[config.mk]
export PLATFORM = sky130hd
export DESIGN_NAME = led_strip_serializer
export DESIGN_NICKNAME = d
export VERILOG_FILES = /design/src/rtl/led_strip_serializer.sv
export SDC_FILE = /design/constraint.sdc
export NUM_CORES = 1
export LEC_CHECK = 0
export BUFFER_PORTS_ARGS = -buffer_cell sky130_fd_sc_hd__buf_2
export CELL_PAD_IN_SITES_DETAIL_PLACEMENT = 2
export CELL_PAD_IN_SITES_GLOBAL_PLACEMENT = 2
export CORE_MARGIN = 8
export CORE_UTILIZATION = 33
export CTS_BUF_LIST = sky130_fd_sc_hd__clkbuf_16
export CTS_CLUSTER_DIAMETER = 150
export DETAILED_ROUTE_END_ITERATION = 12
export GPL_TIMING_DRIVEN = 1
export PLACE_DENSITY = 0.8
export SYNTH_ARGS = -nofsm -noshare
export SYNTH_HDL_FRONTEND = slang
export SYNTH_SLANG_ARGS = --single-unit
[constraint.sdc]
create_clock -name S_AXI_ACLK -period 4.8 [get_ports S_AXI_ACLK]
set_clock_uncertainty 0.1 [all_clocks]
set_input_delay 0.96 -clock S_AXI_ACLK [delete_from_list [all_inputs] [get_ports S_AXI_ACLK]]
set_output_delay 0.96 -clock S_AXI_ACLK [all_outputs]
set_load 0.1 [all_outputs]
[src/rtl/led_strip_serializer.sv]
// led_strip_serializer
// Drives one WS2812-style single-wire LED strip from a packed slice of 6-bit
// LED codes. A START request snapshots the slice into a shadow register. Each
// code is expanded to 24-bit GRB and shifted out MSB first, using pulse-width
// bit encoding. The line is then held low for the latch interval, and DONE
// pulses once.

module led_strip_serializer #(
  parameter int N_LEDS       = 32,
  parameter int T_BIT        = 125,
  parameter int T0H          = 40,
  parameter int T1H          = 80,
  parameter int RESET_CYCLES = 8000
) (
  input  logic                  S_AXI_ACLK,
  input  logic                  S_AXI_ARESETN,
  input  logic [N_LEDS*6-1:0]   LED_DATA,
  input  logic                  START,
  output logic                  LED_DOUT,
  output logic                  BUSY,
  output logic                  DONE,
  output logic                  OVERRUN
);

  // One shared cycle counter times both the bit slots and the latch interval,
  // so it is sized for whichever of the two is longer.
  localparam int CNT_MAX = (T_BIT > RESET_CYCLES) ? T_BIT : RESET_CYCLES;
  localparam int CW      = (CNT_MAX > 1) ? $clog2(CNT_MAX) : 1;
  localparam int LW      = (N_LEDS > 1) ? $clog2(N_LEDS) : 1;

  localparam logic [CW-1:0] CYC_BIT_LAST   = CW'(T_BIT - 1);
  localparam logic [CW-1:0] CYC_LATCH_LAST = CW'(RESET_CYCLES - 1);
  localparam logic [CW-1:0] HIGH_T0        = CW'(T0H);
  localparam logic [CW-1:0] HIGH_T1        = CW'(T1H);
  localparam logic [LW-1:0] LED_LAST       = LW'(N_LEDS - 1);
  localparam logic [4:0]    BIT_LAST       = 5'd23;

  // Reject timing parameters that cannot produce a valid waveform.
  if (N_LEDS < 1 || T0H < 1 || T0H >= T1H || T1H >= T_BIT || RESET_CYCLES < 1) begin : g_param_check
    $error("led_strip_serializer: need N_LEDS>=1, 1<=T0H<T1H<T_BIT, RESET_CYCLES>=1");
  end

  typedef enum logic [1:0] {
    IDLE  = 2'd0,
    BIT   = 2'd1,
    LATCH = 2'd2
  } state_t;

  state_t                state;
  logic [N_LEDS*6-1:0]   shadow;
  logic [CW-1:0]         cyc_cnt;
  logic [4:0]            bit_cnt;
  logic [LW-1:0]         led_cnt;

  logic [5:0]            cur_code;
  logic [23:0]           cur_grb;
  logic                  cur_bit;
  logic [CW-1:0]         cur_high;
  logic [CW-1:0]         cyc_inc;

  // Each 2-bit channel is replicated four times, so the full-scale code 3
  // maps to 0xFF. The byte order on the wire is G, R, B.
  function automatic logic [23:0] expand_grb(input logic [5:0] code);
    logic [7:0] g;
    logic [7:0] r;
    logic [7:0] b;
    g = {4{code[3:2]}};
    r = {4{code[5:4]}};
    b = {4{code[1:0]}};
    return {g, r, b};
  endfunction

  // Select the current LED code and bit, and derive that bit's high time.
  always_comb begin
    cur_code = '0;
    for (int i = 0; i < N_LEDS; i++) begin
      if (led_cnt == LW'(i)) cur_code = shadow[i*6 +: 6];
    end
    cur_grb  = expand_grb(cur_code);
    cur_bit  = cur_grb[BIT_LAST - bit_cnt];
    cur_high = cur_bit ? HIGH_T1 : HIGH_T0;
    cyc_inc  = cyc_cnt + 1'b1;
  end

  // Frame sequencer: IDLE -> BIT -> LATCH -> IDLE. All outputs are registered.
  // LED_DOUT is set one cycle ahead of the counter value it belongs to. Each
  // bit slot starts high because T0H >= 1, so a new slot (including the very
  // first one) always loads a 1.
  always_ff @(posedge S_AXI_ACLK or negedge S_AXI_ARESETN) begin
    if (!S_AXI_ARESETN) begin
      state    <= IDLE;
      shadow   <= '0;
      cyc_cnt  <= '0;
      bit_cnt  <= '0;
      led_cnt  <= '0;
      LED_DOUT <= 1'b0;
      BUSY     <= 1'b0;
      DONE     <= 1'b0;
      OVERRUN  <= 1'b0;
    end else begin
      DONE    <= 1'b0;
      OVERRUN <= START && (state != IDLE);
      case (state)
        IDLE: begin
          LED_DOUT <= 1'b0;
          if (START) begin
            shadow   <= LED_DATA;
            cyc_cnt  <= '0;
            bit_cnt  <= '0;
            led_cnt  <= '0;
            state    <= BIT;
            BUSY     <= 1'b1;
            LED_DOUT <= 1'b1;
          end
        end

        BIT: begin
          if (cyc_cnt == CYC_BIT_LAST) begin
            cyc_cnt <= '0;
            if (bit_cnt == BIT_LAST) begin
              bit_cnt <= '0;
              if (led_cnt == LED_LAST) begin
                led_cnt  <= '0;
                state    <= LATCH;
                LED_DOUT <= 1'b0;
              end else begin
                led_cnt  <= led_cnt + 1'b1;
                LED_DOUT <= 1'b1;
              end
            end else begin
              bit_cnt  <= bit_cnt + 1'b1;
              LED_DOUT <= 1'b1;
            end
          end else begin
            cyc_cnt  <= cyc_inc;
            LED_DOUT <= (cyc_inc < cur_high);
          end
        end

        LATCH: begin
          LED_DOUT <= 1'b0;
          if (cyc_cnt == CYC_LATCH_LAST) begin
            cyc_cnt <= '0;
            state   <= IDLE;
            BUSY    <= 1'b0;
            DONE    <= 1'b1;
          end else begin
            cyc_cnt <= cyc_inc;
          end
        end

        default: begin
          state    <= IDLE;
          cyc_cnt  <= '0;
          bit_cnt  <= '0;
          led_cnt  <= '0;
          LED_DOUT <= 1'b0;
          BUSY     <= 1'b0;
        end
      endcase
    end
  end

endmodule
* After elaboration in Yosys (flattened, before gate mapping)
Cells that the tools add are included.
** Storage, ports and cells
- Register bits after elaboration :: 221
- Latch bits :: 0
- Memory bits (writable) :: 0
- Memory bits (read-only) :: 0
- Input bits :: 195
- Output and inout bits :: 4
- Logic and storage cells :: 130
- Memories kept :: 0
** Cells by class
- $add $sub $neg :: 4
- Multipliers :: 0
- Divide/modulo/power cells :: 0
- $lt $le $gt $ge :: 2
- Equality and inequality tests :: 41
- Shifts and indexed selects :: 0
- Muxes and demuxes :: 63
- Bitwise gates (word level) :: 2
- Reduce and logical (&&, ||, !) cells :: 9
** Operator list (number)
- 6-bit 2-to-1 mux :: 32
- 5-bit equality test (second input constant) :: 17
- 5-bit by 4-bit equality test with 1-bit output (second input constant) :: 8
- 13-bit 2-to-1 mux :: 3
- 13-bit one-hot mux with 3 select lines :: 1
- 5-bit 2-to-1 mux :: 6
- 5-bit one-hot mux with 3 select lines :: 2
- 5-bit by 3-bit equality test with 1-bit output (second input constant) :: 4
- 13-bit by 1-bit adder with 13-bit output (second input constant) :: 1
- 13-bit equality test (second input constant) :: 1
- 13-bit by 7-bit equality test with 1-bit output (second input constant) :: 1
- 13-bit by 7-bit less-than comparator with 1-bit output :: 1
- 5-bit by 1-bit adder with 5-bit output (second input constant) :: 2
- 5-bit by 2-bit equality test with 1-bit output (second input constant) :: 2
- 2-bit 2-to-1 mux :: 5
- 2-bit inequality test (second input constant) :: 5
- 1-bit 2-to-1 mux :: 9
- 7-bit 2-to-1 mux :: 1
- 5-bit by 6-bit less-than comparator with 1-bit output (second input constant) :: 1
- 2-bit one-hot mux with 3 select lines :: 1
- 3-bit AND reduction :: 2
- 1-bit binary-select mux with 5-bit select :: 1
- 5-bit by 1-bit equality test with 1-bit output (second input constant) :: 1
- 5-bit logical NOT :: 1
- other kinds (12) :: 13

* Depth between registers and ports, before layout
- Depth in word-level cells :: 39
- Gate-level depth with buffers :: 21
- Depth with buffers taken out :: 17

* Worst setup path after synthesis
Ideal clock, no wire load.
- Kind :: flip-flop to flip-flop
- Start point :: reg led_cnt[0]
- End point :: reg LED_DOUT
- Library setup time :: 0.095 ns
- Arrival :: 4.345 ns
- Data required time :: 4.605 ns
- Slack :: 0.260 ns
- Stages on the path, launching flop included :: 20
- Path buffers :: 3
- Clock period less this slack :: 4.540 ns
- Path through :: dfrtp_1 ha_1 clkbuf_1 clkbuf_1 and3_1 ha_1 clkbuf_1 inv_1 a31oi_1 nand4_1 or4_1 a31oi_1 o32ai_2 nor2_1 ha_1 a2111oi_0 o221ai_1 nor3_1 nand2_1 o31ai_1
** Between the ends
- Cells in the longest elaborated chain, start to end :: 39
- Elaborated cells between the ends (all ways) :: 72
- Classes of those cells :: order compare: 1; eq/ne: 31; mux: 39; reduce/logical: 1
** RTL lines
- from (decl) :: line 53 : logic [LW-1:0] led_cnt;
- from (signal assigned) :: line 127 : led_cnt <= led_cnt + 1'b1;
- 5-bit logical NOT :: line 77 : if (led_cnt == LW'(i)) cur_code = shadow[i*6 +: 6];
- 6-bit 2-to-1 mux (32 in series) :: line 77
- 1-bit binary-select mux with 5-bit select :: line 80 : cur_bit = cur_grb[BIT_LAST - bit_cnt];
- 1-bit 2-to-1 mux (not written as such) :: line 80
- 7-bit 2-to-1 mux :: line 81 : cur_high = cur_bit ? HIGH_T1 : HIGH_T0;
- 13-bit by 7-bit less-than comparator with 1-bit output :: line 136 : LED_DOUT <= (cyc_inc < cur_high);
- 1-bit 2-to-1 mux * :: line 118 : if (cyc_cnt == CYC_BIT_LAST) begin
- 1-bit one-hot mux with 2 select lines * :: line 103 : case (state)
- to (signal assigned) :: line 136
- to (decl) :: line 19 : output logic LED_DOUT,
Every way passes the cells marked *; elsewhere a longest branch is shown, timed or not. The select of a mux whose other input is x is not followed.
A chain may end at the register's enable or synchronous reset.

* Worst setup path after layout
- Start point :: reg led_cnt[1]
- End point :: reg LED_DOUT
Same word-level chain as after synthesis.

==> impl.org <==
** Cells and area
- Leaving out fill and tap cells, the most frequent cells in the layout are 218 x sky130_fd_sc_hd__dfrtp_1, 197 x sky130_fd_sc_hd__buf_2, 183 x sky130_fd_sc_hd__mux2_2.
- Area Overhead vs Synth :: 20.6%
- After routing the design area is 0.0142 sq mm.
- Share of post-route cells with drive strength above 1 :: 0.373
- Antenna cell count :: 0
- Nets :: 1,489
- Most frequent standard cell in the layout excluding fill and tap cells :: sky130_fd_sc_hd__dfrtp_1
- For this run, the share of the core covered by cells in the final layout is 0.402.

** Setup path
- The largest individual stage delay along the critical path comes from the cell sky130_fd_sc_hd__dfrtp_1.
- In this run the worst path has a maximum fanout of 35.
- STA classifies the critical path startpoint as a register.
- At the worst endpoint, the required time is 5.14 ns.
- Arrival time worst endpoint :: 4.91 ns
- Startpoint-to-endpoint class of the critical path :: reg2reg
- Buffers & Inverters on Critical Path :: 3
- On the worst path, the slowest cell contributes a delay of 0.44 ns.
- STA classifies the critical path endpoint as a register.
- Among cell families on the critical path, the largest total delay comes from compound AO/OA/AOI/OAI gates.
- CP cell instances :: inv_1 -> ha_1 -> buf_12 -> clkinv_2 -> a21oi_1 -> a21oi_1 -> a2111oi_2 -> o211ai_1 -> a21oi_1 -> nor3_2 -> nor2_1 -> ha_1 -> a2111oi_1 -> o221ai_1 -> nor3_1 -> nand2_1 -> o31ai_1
- Among the stages of the critical path, the cell type that occurs most often is sky130_fd_sc_hd__a21oi_1.

** Drt
- After detailed routing, the number of remaining DRC violations is 0.
- Number of DRC markers after the initial detailed-route iteration :: 647
- DR WL/cell :: 26.2 microns
- Initial DRT Pass Iterations :: 5
- After detailed routing, the total wire length is 46.0 mm.
- Detail Route Antenna Nets :: 0
- Via/cell ratio :: 5.77
- Detailed routing inserted a total of 10,100 vias.

** Global routing
- Summed over all layers, the global routing overflow is 0.
- The first global-routing pass estimated 69.5 mm of wire.
- The initial antenna violation count is 0.
- Vias in the first global route :: 11,400
- Pin count of the biggest net entering global routing :: 111
- Total Routing Usage GR :: 0.213

** STA
- Period minus WS final :: 4.57 ns
- Final Hold Slack :: 0.307 ns
- Setup repair after global routing left no endpoint under its margin.
- Highest achievable clock rate :: 0.219 GHz
- Slew @ Worst Pin :: 0.854 ns
- Total count of max-transition violations in the final report :: 0
- The final hold violation count was 0.
- Final setup violating endpoints :: 0
- Max_slew headroom :: 0.431
- Post-route clock period utilization :: 0.952

** CTS
- Hold-fix buffer count after cts :: 0
- Latest clock arrival within the worst-skew pair :: 0.54 ns
- Clock-pin slew reported for the worst setup and hold paths after clock tree synthesis :: 0.06 ns
- Cell at the root of the clock tree :: sky130_fd_sc_hd__clkbuf_16
- Number of buffers between clock root and the deepest sink :: 3
- CTS buffer count :: 26
- TritonCTS built the clock tree.
- CTS H-tree lvls :: 1
- Num Clock Sinks :: 221

** Placement
- GP Congestion :: 0.875
- After detailed placement, the total cell area comes to 0.0134 sq mm.
- Input and output buffers added on the ports amount to 198.
- After legalization and detailed placement, the total HPWL measured 33.8 mm.

** Synthesis
- By area the synthesized netlist is led by sky130_fd_sc_hd__dfrtp_1 47%, sky130_fd_sc_hd__mux2_2 17%, sky130_fd_sc_hd__a21oi_1 2.9%, sky130_fd_sc_hd__o21ai_0 2.7%, sky130_fd_sc_hd__nand2_1 2.0%.
- Counting flops and latches in the post-synthesis netlist gives 221.
- Synth area leader :: sky130_fd_sc_hd__dfrtp_1
- Fraction of post-synthesis cell area in the top cell type by area :: 0.468
- For this run, the leading register cell type out of synthesis is sky130_fd_sc_hd__dfrtp_1.
- EDFF count, synth :: 0
- Count of cell types in the netlist :: 81
- The number of nets handed over by synthesis was 1,304.
- In the synthesized netlist, the number of instances is 1,093.
- Avg Synthesized Cell Area :: 10.8 sq um
- The mapped netlist covers 0.0118 sq mm.
- In the synthesized netlist the async set-or-reset flop fraction comes to 1.00.
- Warnings, synthesis :: 0
- Seq/Total Area, Yosys :: 0.468

** Power and ir drop
- For this design the static power due to leakage is 6.08 nW.
- The worst-case IR drop observed on VDD is 0.600 mV.
- P per Cell Area :: 595 mW/mm^2

** Run status
- Result of the run :: completed

** Floorplan
- The floorplan step set the die height to 205 microns.
- From left edge to right edge, the die measures 205 microns.
- The die covers 0.0421 sq mm.
- Effective utilization at floorplan :: 0.334
- For this design the top-level I/O count stands at 199.
- In this run the core area contains 69 standard-cell rows.
- The floorplan step defined a core boundary enclosing 0.0354 sq mm.

** Worst hold path
- The path class of the tightest hold or removal check is in2async.

** Job
- Max-cap violations in this run came to 0.
## worst reg2reg max path: cells and delay by family (launching register included)
family | cells | cell delay (ns)
AND/OR/NAND/NOR | 4 | 0.58
AO/OA/AOI/OAI | 8 | 2.12
buffers and inverters | 3 | 0.63
flip-flops | 1 | 0.44
adder cells (fa/ha/maj) | 2 | 0.62
## synthesized netlist by cell type (8+ instances only)
library cell / n
sky130_fd_sc_hd__a21oi_1: 68
sky130_fd_sc_hd__nand2b_1: 18
sky130_fd_sc_hd__nand3_1: 27
sky130_fd_sc_hd__clkbuf_1: 50
sky130_fd_sc_hd__a31oi_1: 10
sky130_fd_sc_hd__nand4_1: 10
sky130_fd_sc_hd__and4b_1: 10
sky130_fd_sc_hd__nor2b_1: 19
sky130_fd_sc_hd__buf_2: 15
sky130_fd_sc_hd__mux2_2: 183
sky130_fd_sc_hd__inv_1: 27
sky130_fd_sc_hd__dfrtp_1: 221
sky130_fd_sc_hd__nand4b_1: 9
sky130_fd_sc_hd__o21ai_0: 64
sky130_fd_sc_hd__and3_1: 8
sky130_fd_sc_hd__nor2_1: 45
sky130_fd_sc_hd__ha_1: 16
sky130_fd_sc_hd__o22ai_1: 16
sky130_fd_sc_hd__nand2_1: 63
sky130_fd_sc_hd__nor3_1: 20
sky130_fd_sc_hd__a211oi_1: 9
sky130_fd_sc_hd__o211ai_1: 9
sky130_fd_sc_hd__o31ai_1: 8
## flip-flops by register name, indices dropped and copies added, names as in the netlist
name,count
cyc_cnt,13
BUSY,1
state,2
shadow,192
led_cnt,5
bit_cnt,5
LED_DOUT,1
OVERRUN,1
DONE,1
## final timing paths
kind | start | endpoint | slack, ns | depth (start not counted)
max in group asynchronous | S_AXI_ARESETN | led_cnt[2] | 3.20 | 2
min in group S_AXI_ACLK | shadow[156] | shadow[156] | 0.41 | 1
max reg2reg | led_cnt[1] | LED_DOUT | 0.23 | 17
max | led_cnt[1] | LED_DOUT | 0.23 | 17
min | S_AXI_ARESETN | shadow[84] | 0.31 | 1
min reg2reg | shadow[156] | shadow[156] | 0.41 | 1
## routing by layer
metal	up-vias	wire (microns)	GRT usage
li1	4437	-	-
met3	102	2390	0.0361
met1	5246	19100	0.264
met4	0	1610	0.0715
met5	-	0	0
met2	328	22900	0.371
## metrics by stage
| step | setup TNS [ns] | total power [W] | setup WS [ns] | instances |
|---|---|---|---|---|
| 2_1_floorplan | 0 | 0.00521 | 0.260 | 1093 |
| 3_3_place_gp | 0 | 0.00623 | 0.215 | 1709 |
| 3_5_place_dp | -0.0921 | 0.00645 | -0.0921 | 1709 |
| 4_1_cts | 0 | 0.00848 | 0.0920 | 1752 |
| 5_1_grt | 0 | 0.00886 | 0.000270 | 1754 |
| 6_report | 0 | 0.00847 | 0.229 | 1754 |
## where the power goes
part | leakage [nW] | internal [W] | switching [W]
logic | 3.02 | 0.00142 | 0.00155
clock network | 0.411 | 0.00111 | 0.000800
registers | 2.65 | 0.00274 | 0.000843
total | 6.08 | 0.00528 | 0.00319
## cell type report
type / count / area [sq um]
clock buffers: 27 / 676
clock inverters: 16 / 126
fillers: 3769 / 21200
inverters: 29 / 110
multi-input cells: 767 / 5900
flip-flops and latches: 221 / 5530
well taps: 461 / 577
repair buffers: 233 / 1310
## cells by family (layout without fill, tap and decap cells)
kind of cell    count (synthesis)  count (layout)  synth area share
fa+ha+maj                      16              16            0.0169
simple gates                  288             288             0.144
compound gates                271             271             0.152
flops                         221             221             0.468
buf+inv                       105             305            0.0378
xor+xnor                        9               9           0.00667
mux                           183             183             0.174
## timing repair
action	4_1_cts	5_1_grt
buffers inserted	0	2
setup endpoints to repair	1	1
resized for setup	1	18
(Power assumes the default switching activity.)
